**config.mk**
```make
export PLATFORM = sky130hd
export DESIGN_NAME = ghost_mode_sched
export DESIGN_NICKNAME = d
export VERILOG_FILES = /design/src/rtl/ghost_mode_sched.sv
export SDC_FILE = /design/constraint.sdc
export NUM_CORES = 1
export LEC_CHECK = 0
export ABC_CLOCK_PERIOD_IN_PS = 7550
export CAP_MARGIN = 20
export CELL_PAD_IN_SITES_DETAIL_PLACEMENT = 1
export CELL_PAD_IN_SITES_GLOBAL_PLACEMENT = 2
export CORE_ASPECT_RATIO = 1.5
export CORE_UTILIZATION = 42
export DETAILED_ROUTE_END_ITERATION = 7
export DONT_BUFFER_PORTS = 1
export PLACE_DENSITY = 0.8
export SKIP_CTS_REPAIR_TIMING = 1
export SLEW_MARGIN = 20
export SYNTH_ARGS = -nofsm -noshare
export SYNTH_HDL_FRONTEND = slang
export SYNTH_SLANG_ARGS = --single-unit
```
**constraint.sdc**
```tcl
create_clock -name clk -period 7.55 [get_ports clk]
set_input_delay 1.51 -clock clk [delete_from_list [all_inputs] [get_ports clk]]
set_output_delay 1.51 -clock clk [all_outputs]
set_load 0.02 [all_outputs]
```
**src/rtl/ghost_mode_sched.sv**
```systemverilog
// Ghost scatter/chase/frightened mode scheduler with fright save/restore.
// Optional flash warning output enabled by the GHOST_FLASH_EN macro.
module ghost_mode_sched #(
  parameter int SCATTER_FRAMES = 210,
  parameter int CHASE_FRAMES   = 600,
  parameter int FRIGHT_FRAMES  = 180,
  parameter int WARN_FRAMES    = 60,
  parameter int NUM_WAVES      = 4,
  parameter int NORMAL_SPEED   = 60,
  parameter int FRIGHT_SPEED   = 30
) (
  input  logic       clk,
  input  logic       resetN,
  input  logic       startOfFrame,
  input  logic       gameStart,
  input  logic       powerPellet,
  input  logic       pause,
  output logic [1:0] mode,
  output logic [7:0] ghostSpeed,
  output logic       reverse,
  output logic       flash,
  output logic [2:0] waveIdx,
  output logic [9:0] framesLeft
);

  typedef enum logic [1:0] {
    IDLE    = 2'd0,
    SCATTER = 2'd1,
    CHASE   = 2'd2,
    FRIGHT  = 2'd3
  } state_t;

  localparam logic [9:0] SC_F  = 10'(SCATTER_FRAMES);
  localparam logic [9:0] CH_F  = 10'(CHASE_FRAMES);
  localparam logic [9:0] FR_F  = 10'(FRIGHT_FRAMES);
  localparam logic [2:0] NW    = 3'(NUM_WAVES);
  localparam logic [7:0] NSPD  = 8'(NORMAL_SPEED);
  localparam logic [7:0] FSPD  = 8'(FRIGHT_SPEED);

  state_t     state_q, state_d;
  state_t     sv_state_q, sv_state_d;
  logic [9:0] frames_q, frames_d;
  logic [9:0] sv_frames_q, sv_frames_d;
  logic [2:0] wave_q, wave_d;
  logic       rev_q, rev_d;
  logic [7:0] speed_q, speed_d;
  logic       perm;

  always_ff @(posedge clk or negedge resetN) begin
    if (!resetN) begin
      state_q     <= IDLE;
      sv_state_q  <= IDLE;
      frames_q    <= '0;
      sv_frames_q <= '0;
      wave_q      <= '0;
      rev_q       <= 1'b0;
      speed_q     <= '0;
    end else begin
      state_q     <= state_d;
      sv_state_q  <= sv_state_d;
      frames_q    <= frames_d;
      sv_frames_q <= sv_frames_d;
      wave_q      <= wave_d;
      rev_q       <= rev_d;
      speed_q     <= speed_d;
    end
  end

  always_comb begin
    state_d     = state_q;
    sv_state_d  = sv_state_q;
    frames_d    = frames_q;
    sv_frames_d = sv_frames_q;
    wave_d      = wave_q;
    rev_d       = 1'b0;
    perm        = (state_q == CHASE) && (wave_q == NW);
    if (gameStart) begin
      state_d     = SCATTER;
      frames_d    = SC_F;
      wave_d      = '0;
      sv_state_d  = IDLE;
      sv_frames_d = '0;
    end else if (powerPellet && state_q != IDLE) begin
      // A retrigger keeps the context saved on first entry
      if (state_q != FRIGHT) begin
        sv_state_d  = state_q;
        sv_frames_d = frames_q;
      end
      state_d  = FRIGHT;
      frames_d = FR_F;
      rev_d    = 1'b1;
    end else if (startOfFrame && !pause &&
                 state_q != IDLE && !perm) begin
      if (frames_q > 10'd1) begin
        frames_d = frames_q - 10'd1;
      end else begin
        unique case (state_q)
          SCATTER: begin
            state_d  = CHASE;
            frames_d = CH_F;
            rev_d    = 1'b1;
          end
          CHASE: begin
            if (wave_q + 3'd1 == NW) begin
              wave_d   = NW;
              frames_d = '0;
            end else begin
              state_d  = SCATTER;
              wave_d   = wave_q + 3'd1;
              frames_d = SC_F;
              rev_d    = 1'b1;
            end
          end
          FRIGHT: begin
            state_d  = sv_state_q;
            frames_d = sv_frames_q;
          end
          default: ;
        endcase
      end
    end
    unique case (state_d)
      SCATTER, CHASE: speed_d = NSPD;
      FRIGHT:         speed_d = FSPD;
      default:        speed_d = '0;
    endcase
  end

`ifdef GHOST_FLASH_EN
  localparam logic [9:0] WARN_F = 10'(WARN_FRAMES);

  logic       flash_q, flash_d;
  logic [2:0] fcnt_q, fcnt_d;
  logic       warn_now, warn_nxt, counted;

  assign warn_now = (state_q == FRIGHT) && (frames_q <= WARN_F);
  assign warn_nxt = (state_d == FRIGHT) && (frames_d <= WARN_F);
  assign counted  = startOfFrame && !pause && !gameStart &&
                    !powerPellet && (state_q == FRIGHT);

  always_comb begin
    flash_d = 1'b0;
    fcnt_d  = '0;
    if (warn_nxt) begin
      if (!warn_now) begin
        flash_d = 1'b1;
      end else begin
        flash_d = flash_q;
        fcnt_d  = fcnt_q;
        if (counted) begin
          fcnt_d = fcnt_q + 3'd1;
          if (fcnt_q == 3'd7) flash_d = ~flash_q;
        end
      end
    end
  end

  always_ff @(posedge clk or negedge resetN) begin
    if (!resetN) begin
      flash_q <= 1'b0;
      fcnt_q  <= '0;
    end else begin
      flash_q <= flash_d;
      fcnt_q  <= fcnt_d;
    end
  end

  assign flash = flash_q;
`else
  assign flash = 1'b0;
`endif

  assign mode       = state_q;
  assign ghostSpeed = speed_q;
  assign reverse    = rev_q;
  assign waveIdx    = wave_q;
  assign framesLeft = frames_q;

endmodule

```
Word level (Yosys, flattened, before mapping)
Cells that the tools add are included.
Operators by class
  reductions and logical operators: 18
  order comparisons: 1
  mux-type cells: 31
  eq/ne operators: 11
  add/sub/neg operators: 2
Operators by type and width (number)
  10-bit 2-to-1 mux: 7
  10-bit one-hot mux with 3 select lines: 1
  3-bit 2-to-1 mux: 6
  2-bit 2-to-1 mux: 8
  6-bit one-hot mux with 2 select lines: 1
  10-bit by 1-bit greater-than comparator with 1-bit output (second input constant): 1
  2-bit nonzero test: 5
  10-bit by 1-bit subtractor with 10-bit output (second input constant): 1
  2-bit == test (second input constant): 4
  8-bit 2-to-1 mux: 1
  3-bit == test (second input constant): 2
  2-bit != test (second input constant): 3
  2-bit one-hot mux with 3 select lines: 1
  6-bit nonzero test: 1
  1-bit logical AND: 5
  1-bit 2-to-1 mux: 5
  2-bit by 1-bit == test with 1-bit output (second input constant): 2
  2-bit AND reduction: 2
  4-bit AND reduction: 1
  3-bit by 1-bit adder with 3-bit output (second input constant): 1
  3-bit nonzero test: 1
  1-bit zero test: 2
  1-bit one-hot mux with 2 select lines: 1
  2-bit OR reduction: 1
Storage, ports and cells
  logic and storage cells: 70
  flip-flop bits (word level): 36
  input bits: 6

Logic depth before layout (Yosys ltp)
  depth in word-level cells: 11
  mapped depth: 10
  mapped depth without buffers: 9

Worst setup path after synthesis
OpenSTA, ideal clock, no wires.
  path type: input to register
  from: input powerPellet
  to: register frames_q[2] (netlist: framesLeft[2])
  setup slack: 4530 ps
  arrival: 2899 ps
  buffers on the path: 1
  stages: 6
  setup time: 121 ps
  cell sequence: mux2_2 > nor4_1 > a32o_1 > clkbuf_1 > nor2_1 > a22o_2
Between the ends
  cells in the longest elaborated chain, start to end: 3
  elaborated cells on any way between the ends: 6
  classes of those cells: mux (2); reduce/logical (4)
Ends and longest elaborated chain
  start: declaration: line 16  | input logic powerPellet,
  1-bit logical AND *: line 83  | end else if (powerPellet && state_q != IDLE) begin
  6-bit nonzero test (no line) (tied with other cells)
  2-bit AND reduction (no line) / 10-bit 2-to-1 mux (equally long branches)
  end signal: assignment: line 61  | frames_q <= frames_d;
  end: declaration: line 42  | logic [9:0] frames_q, frames_d;
Every way passes the cells marked *; elsewhere a longest branch is shown, timed or not.
A chain may end at the register's enable or synchronous reset.

Final worst setup path
  from: register frames_q[0] (netlist: framesLeft[0])
  to: register speed_q[5] (netlist: ghostSpeed[5])
Between the ends
  cells in the longest elaborated chain, start to end: 8
  elaborated cells on any way between the ends: 10
  classes of those cells: order compare (1); eq/ne (3); mux (5); reduce/logical (1)
Ends and longest elaborated chain
  10-bit by 1-bit greater-than comparator with 1-bit output *: line 94  | if (frames_q > 10'd1) begin
  2-bit 2-to-1 mux *: line 94
  2-bit 2-to-1 mux *: line 92  | end else if (startOfFrame && !pause &&
  2-bit 2-to-1 mux *: line 83
  2-bit 2-to-1 mux *: line 77  | if (gameStart) begin
  2-bit by 1-bit == test with 1-bit output / 2-bit == test (equally long branches): line 122  | unique case (state_d)
  2-bit OR reduction: line 122
  6-bit one-hot mux with 2 select lines *: line 122
  net speed_d[5]: line 46  | logic [7:0] speed_q, speed_d;
  end signal: assignment: line 65  | speed_q <= speed_d;
  end: declaration: line 46
Mark *: on every way through the listed nets, which the timed path passes. The rest lies on a longest branch.

==> impl_metrics.json <==
{
  "cts_tree": "yes",
  "crit_buf_inv": 1,
  "synthesis.instances": 193,
  "grt_usage": 0.248,
  "ys_types": 51,
  "startpoint_type": "flip-flop",
  "reg2reg_slack_ns": 4.64,
  "grt_first_pass_wirelength_um": 8960,
  "power_density_nw_per_um2": 196,
  "worst-path-stages": 8,
  "antenna_cells": 0,
  "r2r_cells": 8,
  "dp.final_hpwl_um": 3690,
  "ys_seq_area_frac": 0.421,
  "yosysTopAreaCellShare": 0.421,
  "relSlewSlack": 0.372,
  "grt_max_degree": 32,
  "required_ns": 7.72,
  "cts.sinks": 31,
  "peakVddDrop_uv": 101,
  "die_w_um": 56.1,
  "synth.avg_cell_area_um2": 9.55,
  "nets": 204,
  "crit_chain": "inv_1 > ha_1 > nor2_1 > or4_1 > nor2_1 > a31oi_1 > o21a_1 > ha_1",
  "synth_top_area_cell": "dfrtp_1",
  "synth-seq-cells": 31,
  "clk_pin_slew_ns": 0.07,
  "fin_tns_setup_ns": 0,
  "wl_um": 5170,
  "worstPathArrival_ns": 3.08,
  "first_global_vias": 1667,
  "yosysWarningCount": 0,
  "path_class": "flip-flop to flip-flop",
  "fmax_mhz": 343,
  "hold_viol_final": 0,
  "remaining_drc_errors": 0,
  "area_growth_pct": 4.01,
  "outcome": "finished, final reports clean",
  "setup_viol": 0,
  "rsz0062_at_grt": "no",
  "period_share": 0.386,
  "place.gp.congestion": 0.898,
  "drv_cap": 0,
  "dp.cells": 226,
  "die_y_um": 83.1,
  "routed-via-count": 1533,
  "multi_input_area_um2": 958,
  "finClkSkew_ns": 0.00554,
  "path_delay_family": "simple AND/OR/NAND/NOR gates",
  "worstPathMaxFanout": 8,
  "max_slew.worst_pin.slew_ns": 0.938,
  "ys_async_sr_fraction": 1.00,
  "hold_class": "flip-flop to flip-flop",
  "finalPower_uw": 376,
  "yosys-top-cells-area": "dfrtp_1, ha_1, a22o_1",
  "clock_path_buffers": 2,
  "end_kind": "flip-flop",
  "ant_nets": 0,
  "rows": 29,
  "io_buffer_count": 0,
  "gr-total-overflow": 0,
  "ys.flop_type": "dfrtp_1",
  "drive_above_1_share": 0.0963,
  "clkLatencyLatePin_ns": 0.28,
  "ioPinCount": 31,
  "synth-edff-count": 0,
  "first_pass_iters": 4,
  "final-seq-area_um2": 776,
  "crit_slowest_cell": "or4_1",
  "fp.dieArea_um2": 4660,
  "viasPerCell": 6.58,
  "wl_per_cell_um": 22.2,
  "cts_buffers": 5,
  "max_stage_delay_ns": 0.57,
  "coreArea_um2": 4210,
  "final_cells": 233,
  "drv_slew": 0,
  "ctsHtreeMaxLevel": 2,
  "n_fill_cell": 485,
  "grt_antenna_before_repair": 0,
  "netlist_area_um2": 1840,
  "root_buffer": "clkbuf_8",
  "hold_depth": 1,
  "p_leak_nw": 0.784,
  "drtIter0Drc": 24,
  "start_util": 0.438,
  "period_needed_ns": 2.91
}
-- report_power, final --
group          internal (mW)  switching, mW  leakage, nW
clock                 0.0714         0.0609       0.0470
sequential             0.174         0.0174        0.390
combinational         0.0188         0.0339        0.348
-- routing by layer --
layer,global-route usage,vias to the layer above,wire length (um)
met3,0.0545,8,202
met4,0.0843,0,94
li1,-,702,-
met1,0.304,783,2150
met5,0,-,0
met2,0.423,40,2720
-- worst paths after layout --
kind,startpoint,endpoint
setup / recovery,framesLeft[0],ghostSpeed[5]
hold / removal,sv_frames_q[9],sv_frames_q[9]
setup reg to reg,framesLeft[0],ghostSpeed[5]
hold reg to reg,sv_frames_q[9],sv_frames_q[9]
max in group asynchronous,resetN,reverse
min in group asynchronous,resetN,framesLeft[7]
-- per-stage QoR --
step	utilization	hold slack, ns	setup WS [ns]	area [um^2]
CTS	0.455	0.519	4.64	1920
floorplan	-	0.469	4.53	1850
global route	0.455	0.539	4.44	1920
global placement	0.435	0.488	4.48	1830
detailed placement	0.435	0.500	4.39	1830
finish	0.455	0.514	4.64	1920
-- area by class of cell --
cell class	instances	area share
multi-input cells	140	0.500
clock buffers	6	0.0431
repair buffers	1	0.00392
flip-flops and latches	31	0.405
clock inverters	1	0.00261
inverters	8	0.0157
well taps	46	0.0300
-- cell usage after synthesis (2+ instances only) --
cell type / number
nand4_1: 4
a22o_2: 2
ha_1: 11
a22oi_1: 2
a211oi_1: 3
a31oi_1: 5
nor4_1: 4
a22o_1: 12
nand2_1: 12
nor2_1: 12
nor3_1: 5
a21oi_1: 7
nand2b_1: 3
clkbuf_1: 8
buf_4: 6
a32oi_1: 2
xnor2_1: 2
o211ai_1: 4
nor2b_1: 4
inv_1: 8
nand3_1: 6
dfrtp_1: 31
o21ai_0: 11
o31ai_1: 2
-- flip-flops by register name, indices dropped and copies added, names as in the netlist --
register and flops:
ghostSpeed 3, reverse 1, waveIdx 3, sv_state_q 2, mode 2, framesLeft 10
sv_frames_q 10
-- cells in the final DEF, fill, tap and decap left out, types with 3 or more instances in the layout --
cell type  instances
a211oi_1           3
a21oi_1            7
a22o_1            12
a31oi_1            5
clkbuf_8           6
conb_1             4
dfrtp_1           31
ha_1              11
inv_1              8
nand2_1           12
nand2b_1           3
nand3_1            6
nand4_1            4
nor2_1            12
nor2b_1            4
nor3_1             4
nor4_1             4
o211ai_1           4
o21ai_0           11
-- logic make-up (layout without fill, tap and decap cells) --
group	Yosys count	in the layout	synth area share
buf+inv	25	16	0.0679
xor+xnor	3	3	0.0143
other cells	1	4	0.00203
mux	1	1	0.00611
flops	31	31	0.421
simple gates	60	60	0.175
fa+ha+maj	11	11	0.0747
compound gates	61	61	0.239
No activity file was read; power rests on OpenSTA's default activity.
